==> config.mk <==
export PLATFORM = sky130hd
export DESIGN_NAME = io_replay
export DESIGN_NICKNAME = d
export VERILOG_FILES = /design/src/rtl/mapper_pkg.sv /design/src/rtl/io_replay_timer.sv /design/src/rtl/io_replay.sv
export SDC_FILE = /design/constraint.sdc
export NUM_CORES = 1
export LEC_CHECK = 0
export ABC_AREA = 0
export ABC_CLOCK_PERIOD_IN_PS = 2600
export BUFFER_PORTS_ARGS = -buffer_cell sky130_fd_sc_hd__buf_2
export CAP_MARGIN = 20
export CORE_MARGIN = 2
export CORE_UTILIZATION = 50
export CTS_CLUSTER_SIZE = 10
export DETAILED_ROUTE_END_ITERATION = 8
export PLACE_DENSITY = 0.87
export SYNTH_ARGS = -nofsm -noshare
export SYNTH_HDL_FRONTEND = slang
export SYNTH_SLANG_ARGS = --single-unit
==> constraint.sdc <==
create_clock -name clk -period 2.6 [get_ports clk]
set_input_delay 0.26 -clock clk [delete_from_list [all_inputs] [get_ports clk]]
set_output_delay 0.26 -clock clk [all_outputs]
set_load 0.05 [all_outputs]
==> src/rtl/mapper_pkg.sv <==
// Shared encodings for the NABU mapper I/O replay path.
package mapper_pkg;

  typedef enum logic [2:0] {
    IDLE = 3'd0,
    T1   = 3'd1,
    T2   = 3'd2,
    TW   = 3'd3,
    T3   = 3'd4,
    DONE = 3'd5
  } state_t;

  localparam logic DIR_IN  = 1'b1;
  localparam logic DIR_OUT = 1'b0;

  localparam logic [7:0] TIMEOUT_RDATA = 8'hFF;

endpackage

==> src/rtl/io_replay_timer.sv <==
// Automatic-wait counter plus optional external-wait timeout (IO_REPLAY_TIMEOUT_EN).
module io_replay_timer #(
  parameter int unsigned WAIT_STATES    = 1,
  parameter int unsigned TIMEOUT_CYCLES = 255
) (
  input  logic clk,
  input  logic reset_n,
  input  logic load,
  input  logic run,
  input  logic wait_n,
  output logic auto_done,
  output logic expired
);

  logic [2:0] auto_cnt;

  always_ff @(posedge clk or negedge reset_n) begin
    if (!reset_n) begin
      auto_cnt <= '0;
    end else if (load) begin
      auto_cnt <= 3'(WAIT_STATES - 1);
    end else if (run && auto_cnt != '0) begin
      auto_cnt <= auto_cnt - 3'd1;
    end
  end

  // Zero during the last automatic TW and every TW after it.
  assign auto_done = (auto_cnt == '0);

`ifdef IO_REPLAY_TIMEOUT_EN
  logic [7:0] ext_cnt;

  always_ff @(posedge clk or negedge reset_n) begin
    if (!reset_n) begin
      ext_cnt <= '0;
    end else if (load) begin
      ext_cnt <= '0;
    end else if (run && auto_done && !wait_n) begin
      ext_cnt <= ext_cnt + 8'd1;
    end
  end

  // The first low sample ends the automatic wait; the limit counts the extra TW cycles after it.
  assign expired = run && auto_done && !wait_n && (ext_cnt == 8'(TIMEOUT_CYCLES));
`else
  logic unused_cfg;
  assign unused_cfg = wait_n & (TIMEOUT_CYCLES > 0);
  assign expired    = 1'b0;
`endif

endmodule

==> src/rtl/io_replay.sv <==
// Replays a trapped Z80 I/O access onto the system bus (T1, T2, TW.., T3).
// Optional timeout on sys_wait_n: define IO_REPLAY_TIMEOUT_EN.
module io_replay
  import mapper_pkg::*;
#(
  parameter int unsigned WAIT_STATES    = 1,
  parameter int unsigned TIMEOUT_CYCLES = 255
) (
  input  logic       clk,
  input  logic       reset_n,
  input  logic       cmd_wr,
  input  logic [7:0] cmd_addr,
  input  logic [7:0] cmd_data,
  input  logic       cmd_dir,
  output logic       busy,
  output logic       done,
  output logic [7:0] rdata,
  output logic       err,
  output logic [7:0] sys_addr,
  output logic [7:0] sys_data_out,
  output logic       sys_data_oe,
  input  logic [7:0] sys_data_in,
  output logic       sys_iorq_n,
  output logic       sys_rd_n,
  output logic       sys_wr_n,
  input  logic       sys_wait_n
);

  state_t state, next_state;
  logic   dir;
  logic   dir_next;
  logic   accept;
  logic   leave_tw;
  logic   strobe_next;
  logic   oe_next;
  logic   auto_done;
  logic   expired;

  io_replay_timer #(
    .WAIT_STATES   (WAIT_STATES),
    .TIMEOUT_CYCLES(TIMEOUT_CYCLES)
  ) u_timer (
    .clk      (clk),
    .reset_n  (reset_n),
    .load     (state == T2),
    .run      (state == TW),
    .wait_n   (sys_wait_n),
    .auto_done(auto_done),
    .expired  (expired)
  );

  always_comb begin
    next_state = state;
    case (state)
      IDLE:    if (cmd_wr) next_state = T1;
      T1:      next_state = T2;
      T2:      next_state = TW;
      TW:      if (expired || (auto_done && sys_wait_n)) next_state = T3;
      T3:      next_state = DONE;
      DONE:    next_state = IDLE;
      default: next_state = IDLE;
    endcase
  end

  // Outputs are registered from the next state so each one lines up with its state cycle.
  always_comb begin
    accept      = (state == IDLE) && cmd_wr;
    leave_tw    = (state == TW) && (next_state == T3);
    dir_next    = accept ? cmd_dir : dir;
    strobe_next = (next_state == T2) || (next_state == TW);
    oe_next     = (dir_next == DIR_OUT) &&
                  ((next_state == T1) || (next_state == T2) ||
                   (next_state == TW) || (next_state == T3));
  end

  always_ff @(posedge clk or negedge reset_n) begin
    if (!reset_n) begin
      state        <= IDLE;
      dir          <= DIR_OUT;
      busy         <= 1'b0;
      done         <= 1'b0;
      rdata        <= '0;
      sys_addr     <= '0;
      sys_data_out <= '0;
      sys_data_oe  <= 1'b0;
      sys_iorq_n   <= 1'b1;
      sys_rd_n     <= 1'b1;
      sys_wr_n     <= 1'b1;
    end else begin
      state       <= next_state;
      busy        <= (next_state != IDLE);
      done        <= (next_state == DONE);
      sys_data_oe <= oe_next;
      sys_iorq_n  <= !strobe_next;
      sys_rd_n    <= !(strobe_next && dir_next == DIR_IN);
      sys_wr_n    <= !(strobe_next && dir_next == DIR_OUT);
      if (accept) begin
        dir          <= cmd_dir;
        sys_addr     <= cmd_addr;
        sys_data_out <= cmd_data;
      end
      if (leave_tw && dir == DIR_IN) begin
        rdata <= expired ? TIMEOUT_RDATA : sys_data_in;
      end
    end
  end

`ifdef IO_REPLAY_TIMEOUT_EN
  always_ff @(posedge clk or negedge reset_n) begin
    if (!reset_n) begin
      err <= 1'b0;
    end else if (accept) begin
      err <= 1'b0;
    end else if (expired) begin
      err <= 1'b1;
    end
  end
`else
  assign err = 1'b0;
`endif

endmodule

Word-level counts from Yosys, hierarchy flattened
Index checks and enable logic that the tools add are counted.
{"block": "word_totals", "register_bits": 37, "input_bits": 29, "output_inout_bits": 31, "elab_cells": 49}
{"block": "classes", "add_sub_neg": 1, "n_eq_ne": 9, "n_mux": 6, "bitwise_logic": 1, "n_reduce_logical": 20}
{"operator": "$pmux 3 s5", "count": 1}
{"operator": "$eq 3x2->1 const B", "count": 4}
{"operator": "$mux 3", "count": 4}
{"operator": "$eq 3x3->1 const B", "count": 3}
{"operator": "$logic_and 1x1->1", "count": 8}
{"operator": "$eq 3x1->1 const B", "count": 2}
{"operator": "$logic_not 3->1", "count": 2}
{"operator": "$reduce_bool 3->1", "count": 2}
{"operator": "$logic_or 1x1->1", "count": 4}
{"operator": "$logic_not 1->1", "count": 3}
{"operator": "$sub 3x1->3 const B", "count": 1}
{"operator": "$reduce_bool 2->1", "count": 1}
{"operator": "$mux 1", "count": 1}
{"operator": "$not 1->1", "count": 1}

Longest topological paths before layout
{"block": "depth", "depth_word": 9, "depth_mapped": 7, "ltp_nobuf": 6}

Modules after synthesis
A second synthesis with hierarchy kept.
{"block": "hier_totals", "hier_cells": 125, "area_unflattened_um2": 1655.3}
{"module": "io_replay", "instances": 1, "cells_each": 104, "area_per_inst_um2": 1442.6, "seq_area_each_um2": 854.6}
{"module": "io_replay_timer", "instances": 1, "cells_each": 21, "area_per_inst_um2": 212.7, "seq_area_each_um2": 75.1}

Worst setup path before layout
No wires, ideal clock.
{"block": "synth_path", "path_type": "register -> register", "startpoint": "register state[1]", "endpoint": "register sys_wr_n", "setup_time_ns": 0.086, "t_arrival_ns": 1.657, "required_time_ns": 2.514, "setup_slack_ns": 0.858, "stages_incl_launch_ff": 4, "n_path_buf": 0, "path_cell_list": "dfrtp_1 > nor4b_4 > mux2_4 > a2111o_1"}
{"block": "synth_via", "elab_chain_len": 6, "elab_cells_between_ends": 16, "cone_classes": "eq/ne: 6; mux: 4; bitwise: 1; reduce/logical: 5"}
{"element": "start: declaration", "line": "io_replay.sv:29", "text": "state_t state, next_state;"}
{"element": "start signal: assignment", "line": "io_replay.sv:90", "text": "state <= next_state;"}
{"element": "$logic_not 3->1", "line": "io_replay.sv:67", "text": "accept = (state == IDLE) && cmd_wr;"}
{"element": "$logic_and 1x1->1", "line": "io_replay.sv:67"}
{"element": "$mux 1"}
{"element": "via dir_next", "line": "io_replay.sv:31", "text": "logic dir_next;"}
{"element": "$not 1->1", "line": "io_replay.sv:96", "text": "sys_wr_n <= !(strobe_next && dir_next == DIR_OUT);"}
{"element": "$logic_and 1x1->1", "line": "io_replay.sv:96"}
{"element": "$logic_not 1->1", "line": "io_replay.sv:96"}
{"element": "end signal: assignment", "line": "io_replay.sv:96"}
{"element": "end: declaration", "line": "io_replay.sv:25", "text": "output logic sys_wr_n,"}
The timed path passes the listed nets, and every way through them passes these cells.
A chain may end at the register's enable or synchronous reset.

Worst setup path after layout
{"block": "layout_path", "startpoint": "register u_timer.auto_cnt[0]", "endpoint": "register rdata[1]"}
{"block": "layout_via", "elab_chain_len": 7}
{"element": "start: declaration", "line": "io_replay_timer.sv:15", "text": "logic [2:0] auto_cnt;"}
{"element": "start signal: assignment", "line": "io_replay_timer.sv:21", "text": "auto_cnt <= 3'(WAIT_STATES - 1);"}
{"element": "start signal: assignment", "line": "io_replay_timer.sv:23", "text": "auto_cnt <= auto_cnt - 3'd1;"}
{"element": "$logic_not 3->1", "line": "io_replay_timer.sv:28", "text": "assign auto_done = (auto_cnt == '0);"}
{"element": "$logic_and 1x1->1", "line": "io_replay.sv:58", "text": "TW: if (expired || (auto_done && sys_wait_n)) next_state = T3;"}
{"element": "$mux 3", "line": "io_replay.sv:58"}
{"element": "$pmux 3 s5", "line": "io_replay.sv:54", "text": "case (state)"}
{"element": "$eq 3x3->1", "line": "io_replay.sv:68", "text": "leave_tw = (state == TW) && (next_state == T3);"}
{"element": "$logic_and 1x1->1", "line": "io_replay.sv:68"}
{"element": "$logic_and 1x1->1", "line": "io_replay.sv:102", "text": "if (leave_tw && dir == DIR_IN) begin"}
{"element": "end signal: assignment", "line": "io_replay.sv:103", "text": "rdata <= expired ? TIMEOUT_RDATA : sys_data_in;"}
{"element": "end: declaration", "line": "io_replay.sv:17", "text": "output logic [7:0] rdata,"}
Every way passes these cells.

==> key figures <==
Clocking
  – Count of cells resized by post-cts repair: 0
  – Number of buffers inserted to repair setup after CTS: 0
  – Source-to-sink clock delay at the later pin of the worst-skew pair: roughly 0.32 ns
  – Deepest clock path buffer count: 2
  – Clock root buffer: clkbuf_4
  – Clock transition at the registers of the reported paths: 0.10 ns
  – Hold-fix buffers, CTS: 0
  – H-tree level count: 2
  – Clock sinks: 37
  – Total CTS buffers: 5
  – Clock tree from TritonCTS: yes

Die
  – I/O pins: 60
  – FP Rows: 19
  – Effective utilization at floorplan: 0.5295
  – Die W: 58.27 µm
  – Die area: 0.003395 mm²
  – Die Height: 58.27 µm
  – Core box area: 0.002781 mm²

Timing
  – Worst-Margin Slew: 0.7799 ns
  – Post-route minimum period: 1.987 ns
  – Relative max-transition margin: 0.4800
  – Post-route worst setup slack: 0.6134 ns
  – Fmax: 503.4 MHz
  – Fin Setup TNS: 0 ns
  – Max-slew violation count: 0
  – Final Hold Violating Endpoints: 0
  – RSZ-0062 raised after global routing: no
  – Number of setup violations in the final report: 0
  – Ratio of final minimum period to clock period: 0.7641
  – Worst Clk Skew: 0.004363 ns

Global routing
  – Total global routing overflow: 0
  – Antenna violations before repair: 0
  – Maximum number of pins on one net before global-route repair: 38
  – First-pass GRT wire length: 4215 µm
  – Vias in the first global route: 937
  – Global-route usage over all layers: 0.1724

Cells and area
  – Inserted Diodes: 0
  – Share of final-layout standard cells stronger than drive strength 1: 0.5839
  – Fillers: 210
  – Final layout net count: approximately 190
  – Fin area: 0.001827 mm²
  – Layout Area Growth over Synthesis: 24.04%

Status
  – Outcome: complete, no violations

Placement
  – Count of input and output buffers: 58
  – Dpl cell area: between 0.0015 and 0.002 mm²
  – Final weighted congestion in routability-driven placement: 0.7334
  – Hpwl dp: 1985 µm
  – Post-Place Worst Slack: 0.6163 ns

Synth
  – Net count of the mapped netlist: 129
  – Top-count cell post-synth: dfrtp_1
  – Flop and latch count out of synthesis: 37
  – Sequential cell area fraction in the yosys report: 0.6313
  – Cell accounting for the most synthesized area: dfrtp_1
  – Post-synthesis cell count: 98
  – Total number of yosys warnings: 0
  – Post-Syn Area per Cell: 15.03 µm²
  – EDFF count, synth: 0
  – Synthesized area: roughly 0.0015 mm²
  – Share of Yosys cell area claimed by the top area cell type: 0.5777
  – Cell types occupying the most area after synthesis: dfrtp_1 58%, mux2_2 18%, dfstp_2 5.4%
  – Top cell types by occurrence after synthesis: 34 x dfrtp_1, 24 x mux2_2, 4 x inv_1
  – Fraction of registers with async set or reset after synthesis: 1.000
  – Post-synthesis cell type count: 28
  – Synth Flop Type: dfrtp_1

Routing
  – First-pass iteration count of the detailed router: 4
  – Routed via count: roughly 950
  – Total DRC errors in the routed layout: 0
  – DRC marker count from the first detailed-route iteration: 12
  – ANT nets after route: 0
  – Post-detailed-route wirelength per cell: 13.80 µm
  – Drt total wl: about 2700 µm
  – Number of vias per cell after detailed routing: 4.969

Critical path
  – CP peak stage delay: 0.41 ns
  – Worst r2r path cells: 6
  – Largest delay contributor family on the critical path: simple AND/OR/NAND/NOR gates
  – Reg-to-reg setup timing slack: a little over 0.6 ns
  – Cells along the critical path: inv_1 > ha_1 > ha_1 > and3_1 > and3_1 > mux2_2
  – Data arrival time of the worst path: approximately 2.2 ns
  – Reg-to-Reg Start: u_timer.auto_cnt[0]$_DFFE_PN0P_
  – Capturing element type of the critical path: flip-flop
  – Required time at the worst-slack endpoint: 2.81 ns
  – Kind of launch point of the worst setup path: flip-flop
  – Class of the most critical setup path: flip-flop to flip-flop
  – Standard cell with the maximum stage delay on the critical path: dfrtp_1
  – Total buffers and inverters traversed by the critical path: 1
  – Worst Path Max Fanout: 8
  – Reg-to-reg endpoint: rdata[1]$_DFFE_PN0P_

Worst hold path
  – Worst hold path class: input pin to async pin

Flow run
  – Max-capacitance violation count: 0
==> cell usage in the layout, fill, tap and decap left out, drive strengths merged, types with 2 or more instances in the layout <==
| master | instances |
|---|---|
| inv | 4 |
| mux2i | 2 |
| a21oi | 3 |
| nor2 | 2 |
| buf | 59 |
| clkbuf | 8 |
| ha | 2 |
| dfrtp | 34 |
| and3 | 2 |
| dfstp | 3 |
| mux2 | 25 |
| nand2 | 2 |
| nand3b | 2 |
==> worst reg2reg max path: cells and delay by family, from the launching register on <==
kind | cells | cell delay, ns
adders and majority gates | 2 | 0.34
buffers and inverters | 1 | 0.06
muxes | 1 | 0.39
DFF | 1 | 0.41
and+or+nand+nor | 2 | 0.67
==> worst max path at each step <==
stage | slack [ns] | startpoint | depth (start not counted) | endpoint
final | 0.61 | u_timer.auto_cnt[0]$_DFFE_PN0P_ | 6 | rdata[1]$_DFFE_PN0P_
after global routing | 0.47 | u_timer.auto_cnt[0]$_DFFE_PN0P_ | 6 | rdata[3]$_DFFE_PN0P_
after CTS | 0.61 | u_timer.auto_cnt[0]$_DFFE_PN0P_ | 6 | rdata[1]$_DFFE_PN0P_
after detailed placement | 0.62 | u_timer.auto_cnt[0]$_DFFE_PN0P_ | 6 | rdata[1]$_DFFE_PN0P_
after global placement | 0.75 | u_timer.auto_cnt[0]$_DFFE_PN0P_ | 6 | rdata[2]$_DFFE_PN0P_
after floorplan | 0.86 | state[1]$_DFF_PN0_ | 3 | sys_wr_n$_DFF_PN1_
==> stage by stage <==
stage | hold slack, ns | cells | util
2_1_floorplan | -0.03559 | 98 | -
3_3_place_gp | 0.3670 | 184 | 0.6392
3_5_place_dp | 0.3788 | 184 | 0.6392
4_1_cts | 0.01824 | 192 | 0.6568
5_1_grt | 0.04530 | 192 | 0.6568
6_report | 0.004644 | 192 | 0.6568
==> routing by layer <==
metal / vias to the layer above / global-route usage / part of all wire
met1: 451 / 0.2057 / 0.42
li1: 468 / - / -
met5: - / 0 / 0
met3: 5 / 0.04464 / 0.053
met4: 0 / 0.08970 / 0.015
met2: 30 / 0.2857 / 0.51
==> cell families (layout without fill, tap and decap cells) <==
family,count (synthesis),after routing,share of synthesized area
buffers and inverters,8,71,0.03143
other,1,1,0.002546
muxes,27,27,0.2073
adders and majority gates,2,2,0.01699
DFF,37,37,0.6313
AOI/OAI and AO/OA,9,9,0.04334
and+or+nand+nor,14,14,0.06713
==> area by class of cell <==
cell class                 count  area, µm²  area share
sequential                    37      929.6      0.5089
clock buffer                   8      48.80     0.02671
inverter                       4      15.01    0.008219
multi-input combinational     53      496.7      0.2719
timing repair buffer          59      297.8      0.1630
tap                           31      38.79     0.02123
==> registers in the layout (all words and copies together) (netlist names), 3 cells and up <==
| signal | count |
|---|---|
| rdata | 8 |
| sys_addr | 8 |
| sys_data_out | 8 |
| state | 3 |
| u_timer.auto_cnt | 3 |
Power is left out: the tool's default activity adds up to more than one toggle a clock period on the data nets, which glitch-free logic cannot reach.
